<file path="config.mk">
export PLATFORM = sky130hd
export DESIGN_NAME = button_conditioner
export DESIGN_NICKNAME = d
export VERILOG_FILES = /design/src/rtl/button_conditioner.sv
export SDC_FILE = /design/constraint.sdc
export NUM_CORES = 1
export LEC_CHECK = 0
export ABC_AREA = 1
export CAP_MARGIN = 20
export CORE_ASPECT_RATIO = 0.7
export CORE_MARGIN = 1
export CORE_UTILIZATION = 35
export DETAILED_ROUTE_END_ITERATION = 10
export PLACE_DENSITY_LB_ADDON = 0.1
export SYNTH_ARGS = -nofsm -noshare
export SYNTH_HDL_FRONTEND = slang
export SYNTH_SLANG_ARGS = --single-unit
</file>
<file path="constraint.sdc">
create_clock -name clk -period 3.42 [get_ports clk]
set_input_delay 0.684 -clock clk [delete_from_list [all_inputs] [get_ports clk]]
set_output_delay 0.684 -clock clk [all_outputs]
set_load 0.03 [all_outputs]
</file>
<file path="src/rtl/button_conditioner.sv">
// button_conditioner: synchronizes and debounces three stopwatch buttons into
// one-cycle press strobes, and tracks the run and display-freeze enables.
module button_conditioner #(
    parameter int DEBOUNCE_CYCLES = 10000
) (
    input  logic clk,
    input  logic res,
    input  logic btn_start_stop,
    input  logic btn_lap,
    input  logic btn_clear,
    output logic start_stop_pulse,
    output logic lap_pulse,
    output logic clear_pulse,
    output logic counter_enable,
    output logic display_enable
);
    localparam int CNT_W = $clog2(DEBOUNCE_CYCLES);
    logic [2:0] raw;
    assign raw = {btn_clear, btn_lap, btn_start_stop};
    for (genvar i = 0; i < 3; i++) begin : g_ch
        logic s1, s2, level, level_d, pulse;
        logic [CNT_W-1:0] cnt;
        always_ff @(posedge clk) begin
            if (res) begin
                s1      <= 1'b0;
                s2      <= 1'b0;
                level   <= 1'b0;
                level_d <= 1'b0;
                pulse   <= 1'b0;
                cnt     <= '0;
            end else begin
                s1      <= raw[i];
                s2      <= s1;
                level_d <= level;
                pulse   <= level & ~level_d;
                if (s2 == level)
                    cnt <= '0;
                else if (cnt == CNT_W'(DEBOUNCE_CYCLES - 1)) begin
                    level <= s2;
                    cnt   <= '0;
                end else
                    cnt <= cnt + 1'b1;
            end
        end
    end
    assign start_stop_pulse = g_ch[0].pulse;
    assign lap_pulse        = g_ch[1].pulse;
    assign clear_pulse      = g_ch[2].pulse;
    // clear wins over any coincident start/stop or lap toggle
    always_ff @(posedge clk) begin
        if (res || clear_pulse) begin
            counter_enable <= 1'b0;
            display_enable <= 1'b1;
        end else begin
            counter_enable <= counter_enable ^ start_stop_pulse;
            display_enable <= display_enable ^ lap_pulse;
        end
    end
endmodule

</file>
==> results of run 1 <==
## cell usage in the layout (no fill, tap or decap), types with 3 or more instances in the layout
master and count:
clkbuf_8 9, nand2_1 69, nand2_2 3, nor3_1 6
nor2_2 5, a21oi_1 16, dfxtp_1 59, xnor2_1 9
nor2_1 78, ha_1 3, clkdlybuf4s50_1 9, o21ai_0 3
bufinv_16 3, nand4_1 12, nor2_4 3, inv_1 38
nand3_1 26, xor2_1 12
## kinds of logic (layout without fill, tap and decap cells)
kind of cell,count (synthesis),count (layout),synth area share
buf+inv,45,65,0.0768
xor+xnor,21,21,0.0701
simple gates,207,207,0.347
flops,59,59,0.450
fa+ha+maj,3,3,0.0143
compound gates,21,21,0.0415
## where the power goes
part | switching (mW) | internal (mW) | leakage, nW
combinational | 0.0124 | 0.00846 | 0.438
clock | 0.291 | 0.488 | 0.116
sequential | 0.00184 | 0.691 | 0.477
total | 0.306 | 1.19 | 1.03
## registers in the layout (all words and copies together), names as in the netlist
signal / count
g_ch.cnt: 42
g_ch.level: 3
g_ch.level_d: 3
g_ch.s1: 3
g_ch.s2: 3
clear_pulse: 1
counter_enable: 1
display_enable: 1
lap_pulse: 1
start_stop_pulse: 1
## layout make-up
cell class              count  area, um^2
inverters                  39         148
well taps                  98         123
clock buffers               9         124
flip-flops and latches     59        1180
clock inverters             7         123
fillers                   758        4250
multi-input cells         252        1240
repair buffers             10        97.6
## stage by stage
stage               instance area [um^2]  setup WS, ps
global placement                    2790          1170
CTS                                 3040          1310
global route                        3040          1280
finish                              3040          1340
floorplan                           2620          1990
detailed placement                  2790          1150
## layer usage
layer	routed length, um	part of all wire	GRT usage
met5	0	0	0
met4	91	0.018	0.0657
met3	249	0.050	0.0605
met2	1840	0.37	0.190
met1	2810	0.56	0.205
## worst max path at each step
stage / start / to / slack, ps / depth (start not counted)
floorplan: res / g_ch[1].cnt[10]$_SDFF_PP0_ / 1990 / 7
global placement: res / g_ch[0].cnt[11]$_SDFF_PP0_ / 1170 / 7
detailed placement: res / g_ch[0].cnt[10]$_SDFF_PP0_ / 1150 / 7
CTS: clear_pulse$_SDFF_PP0_ / clear_pulse / 1310 / 1
global route: clear_pulse$_SDFF_PP0_ / clear_pulse / 1280 / 1
finish: clear_pulse$_SDFF_PP0_ / clear_pulse / 1340 / 1
==> reports/summary.txt, run 1 <==
IO buf count - 9
Slowest stage delay, CP - 680 ps
Register area share after synthesis - 0.450
Max stage delay cell, worst path - clkdlybuf4s50_1
Vias/cell - 4.39
H-tree depth reported by CTS - 3
Final Hold Vio Count - 0
Most common cell in the netlist - nor2_1
Worst-skew pair later-pin latency - 340 ps
Reg-to-Reg End - g_ch[1].cnt[7]$_SDFF_PP0_
Non-filler cells, final - 474
Critical path data required time - 2740 ps
Slew Viols, Final - 0
Initial Utilization - 0.360
Post-synth cell types - 25
Final WL - 4.99 mm
CTS tree - yes
Nets - 379
Share of cells above drive strength 1 - 0.0878
Initial antenna violation count - 0
Worst-Margin Slew - 302 ps
CTS clk-pin slew, worst paths - 70 ps
Maximum clock rate - 482 MHz
Initial DRC count - 73
Reg2reg setup slack - 1920 ps
Delay-heaviest family, CP - buffers and inverters
Worst hold start - g_ch[0].level_d$_SDFF_PP0_
GRT Residual Overflow - 0
Peak supply drop - 0.211 mV
Clock skew - 9.51 ps
Die Y - 74.4 um
CP bufs+invs - 1
CTS Buf Count - 9
Worst path cell trace - clkdlybuf4s50_1
Core area - 7290 um^2
Power Dens Cells - 492 nW/um^2
Period utilization - 0.607
Vias in the first global route - 1856
#FFs+latches synth - 59
Root buffer cell - clkbuf_8
Element type at the critical path end - output pin
Clk buf depth - 2
Synth Area per Inst - 7.37 um^2
Largest net degree at the start of global routing - 15
Final Power - 1.49 mW
Site row count - 26
Placer Congestion - 0.785
Hold path cells - 1
DIE AREA - 7850 um^2
Remaining antenna violation count - 0
Hold EP - start_stop_pulse$_SDFF_PP0_
Hpwl dp - 3.55 mm
Hold Path Class - flop to flop
DRC Markers - 0
YS warnings - 0
Relative slew slack - 0.798
Area delta synth->final - 15.7%
DR pass1 iterations - 4
Outcome - finished, final reports clean
Post-CTS sizing - 0
Yosys top cell area share - 0.450
Final setup TNS - 0 ps
Final antenna diode count - 0
Max cap viols - 0
Final Critical Period - 2080 ps
First-pass GRT wire length - 8.58 mm
Mapped cell area - 2620 um^2
Die width - 105 um
CP Launch Type - flop
Hold Slack - 396 ps
Synth top cells by count - nor2_1 (78), nand2_1 (69), dfxtp_1 (59), inv_1 (38), nand3_1 (26)
Yosys top cell by area - dfxtp_1
Leakage - 1.03 nW
Gr usage total - 0.146
Critical path peak fanout - 3
Ys async rst share - 0
CTS Hold Bufs - 0
Top cells by area, synth - dfxtp_1 (45%), nor2_1 (11%), nand2_1 (9.9%)
FF-to-FF path depth - 6
Post-synth EDFFs - 0
Critical path class - flop to output pin
RSZ-0062 raised after global routing - false
CP arrival - 1390 ps
Fin util - 0.417
Avg WL per Cell - 10.5 um
DR vias - 2080
Syn nets - 364
# clock sinks - 59
# setup viols final - 0
Placed Cells - 458
Num ports - 10
R2r startpoint - g_ch[1].cnt[0]$_SDFF_PP0_
Predominant post-synthesis flop cell - dfxtp_1
# Post-CTS Setup Buffers - 0
Cells after Synth - 356
(Power assumes the default switching activity.)
==> run 2: changes to the inputs <==
Clock period 3.42 ns to 2.1 ns, I/O delays scaled along.
==> run 2 against run 1 <==
  * Clock skew is 2.0 ps lower
  * Combinational power is 65% higher
  * Largest cell class unchanged
  * Global-route usage is 0.26 points higher
  * Highest routed layer unchanged
==> reports/summary.txt, run 2 (same netlist as run 1, synthesis figures left out) <==
Leakage - 1.01 nW (was 1.03 nW)
Die Y - 74.4 um (unchanged)
Initial antenna violation count - 0 (unchanged)
CP Launch Type - flop (unchanged)
CTS clk-pin slew, worst paths - 70 ps (about the same)
Vias in the first global route - 1850 (was 1856)
Most flop-heavy register - g_ch.cnt (unchanged)
Slowest stage delay, CP - 680 ps (about the same)
FF-to-FF path depth - 6 (unchanged)
Worst path cell trace - clkdlybuf4s50_1 (unchanged)
DR vias - 2105 (was 2080)
Power Dens Cells - 738 nW/um^2 (was 492 nW/um^2)
Worst-skew pair later-pin latency - 340 ps (about the same)
Period utilization - 0.861
CP arrival - 1390 ps (about the same)
CTS Hold Bufs - 0 (unchanged)
Largest net degree at the start of global routing - 15 (unchanged)
Critical path data required time - 1680 ps (was 2740 ps)
Final antenna diode count - 0 (unchanged)
Clk buf depth - 2 (unchanged)
Reg-to-Reg End - g_ch[2].cnt[7]$_SDFF_PP0_ (was g_ch[1].cnt[7]$_SDFF_PP0_)
Post-CTS sizing - 0 (unchanged)
Relative slew slack - 0.799 (was 0.798)
Worst hold start - g_ch[2].level_d$_SDFF_PP0_ (was g_ch[0].level_d$_SDFF_PP0_)
Root buffer cell - clkbuf_8 (unchanged)
Core area - 7290 um^2 (unchanged)
Remaining antenna violation count - 0 (unchanged)
Hold path cells - 1 (unchanged)
Hold EP - clear_pulse$_SDFF_PP0_ (was start_stop_pulse$_SDFF_PP0_)
Vias/cell - 4.44 (was 4.39)
Placer Congestion - 0.753 (was 0.785)
Max stage delay cell, worst path - clkdlybuf4s50_1 (unchanged)
Peak supply drop - 0.313 mV (was 0.211 mV)
Hpwl dp - 3.55 mm (about the same)
Most common cell after layout, fill and taps aside - nor2_1 (unchanged)
Final Hold Vio Count - 0 (unchanged)
Site row count - 26 (unchanged)
DIE AREA - 7850 um^2 (unchanged)
CP bufs+invs - 1 (unchanged)
Die width - 105 um (unchanged)
CTS tree - yes (unchanged)
Critical path class - flop to output pin (unchanged)
Final setup TNS - 0 ps (unchanged)
Number of flip-flops in the largest register - 42 (unchanged)
DR pass1 iterations - 4 (unchanged)
Element type at the critical path end - output pin (unchanged)
Reg2reg setup slack - 590 ps (was 1920 ps)
# clock sinks - 59 (unchanged)
Critical path peak fanout - 3 (unchanged)
Max cap viols - 0 (unchanged)
Num ports - 10 (unchanged)
Initial DRC count - 91 (was 73)
Area post-placement - 2790 um^2 (unchanged)
Nets - 379 (unchanged)
Outcome - finished, final reports clean (unchanged)
IO buf count - 9 (unchanged)
Final Critical Period - 1810 ps
Hold Path Class - flop to flop (unchanged)
Area delta synth->final - 14.0% (was 15.7%)
R2r startpoint - g_ch[2].cnt[0]$_SDFF_PP0_ (was g_ch[1].cnt[0]$_SDFF_PP0_)
GRT Residual Overflow - 0 (unchanged)
Gr usage total - 0.148 (was 0.146)
Worst-Margin Slew - 300 ps (was 302 ps)
Clock skew - 7.49 ps (was 9.51 ps)
Delay-heaviest family, CP - buffers and inverters (unchanged)
DRC Markers - 0 (unchanged)
# setup viols final - 0 (unchanged)
H-tree depth reported by CTS - 3 (unchanged)
Slew Viols, Final - 0 (unchanged)
# Post-CTS Setup Buffers - 0 (unchanged)
CTS Buf Count - 9 (unchanged)
Most frequent cells in the layout - nor2_1 (78), nand2_1 (69), dfxtp_1 (59) (unchanged)
RSZ-0062 raised after global routing - false (unchanged)
Maximum clock rate - 553 MHz
Initial Utilization - 0.360 (unchanged)
Final WL - 5.07 mm (was 4.99 mm)
Avg WL per Cell - 10.7 um (was 10.5 um)
Share of cells above drive strength 1 - 0.0878 (unchanged)
Finished Cell Area - 2990 um^2 (was 3040 um^2)
First-pass GRT wire length - 8.93 mm (was 8.58 mm)
## run 2: changes by cell type in the layout (fill, tap and decap cells not counted), sizes merged
cell and delta:
bufinv -2, clkinv +2
## run 2: metal layers
layer | part of all wire | wire [um] | up-vias | track usage
li1 | - | - | 1150 | -
met1 | 0.56 | 2840 | 915 | 0.210
met2 | 0.38 | 1910 | 32 | 0.200
met3 | 0.044 | 221 | 8 | 0.0473
met4 | 0.018 | 93 | 0 | 0.0751
met5 | 0 | 0 | - | 0
## run 2: worst max-delay path by stage
stage,depth (start not counted),slack [ps],end,from
3_5_place_dp,6,240,g_ch[0].cnt[10]$_SDFF_PP0_,res
4_1_cts,1,260,clear_pulse,clear_pulse$_SDFF_PP0_
5_1_grt,1,230,clear_pulse,clear_pulse$_SDFF_PP0_
6_report,1,290,clear_pulse,clear_pulse$_SDFF_PP0_
3_3_place_gp,6,260,g_ch[0].cnt[11]$_SDFF_PP0_,res
2_1_floorplan,7,820,g_ch[1].cnt[7]$_SDFF_PP0_,g_ch[1].cnt[0]$_SDFF_PP0_
## run 2: power by group
| group | internal, mW | switching, mW |
|---|---|---|
| Sequential | 1.13 | 0.00322 |
| Clock | 0.555 | 0.490 |
| Combinational | 0.0138 | 0.0206 |
| Total | 1.69 | 0.514 |
## run 2: final cells by class
cell class,count,area (um^2)
fill,769,4300
multi-input combinational,252,1240
sequential,59,1180
inverter,39,148
clock buffer,9,124
tap,98,123
timing repair buffer,10,97.6
clock inverter,7,76.3
## run 2: through the flow
stage          hold WS [ps]  setup WS, ps  instances  total power [mW]  utilization
2_1_floorplan           375           821        356              1.18            -
3_3_place_gp            382           264        458              1.19        0.383
3_5_place_dp            385           243        458              1.19        0.383
4_1_cts                 396           258        474              2.25        0.410
5_1_grt                 409           226        474              2.31        0.410
6_report                393           291        474              2.21        0.410
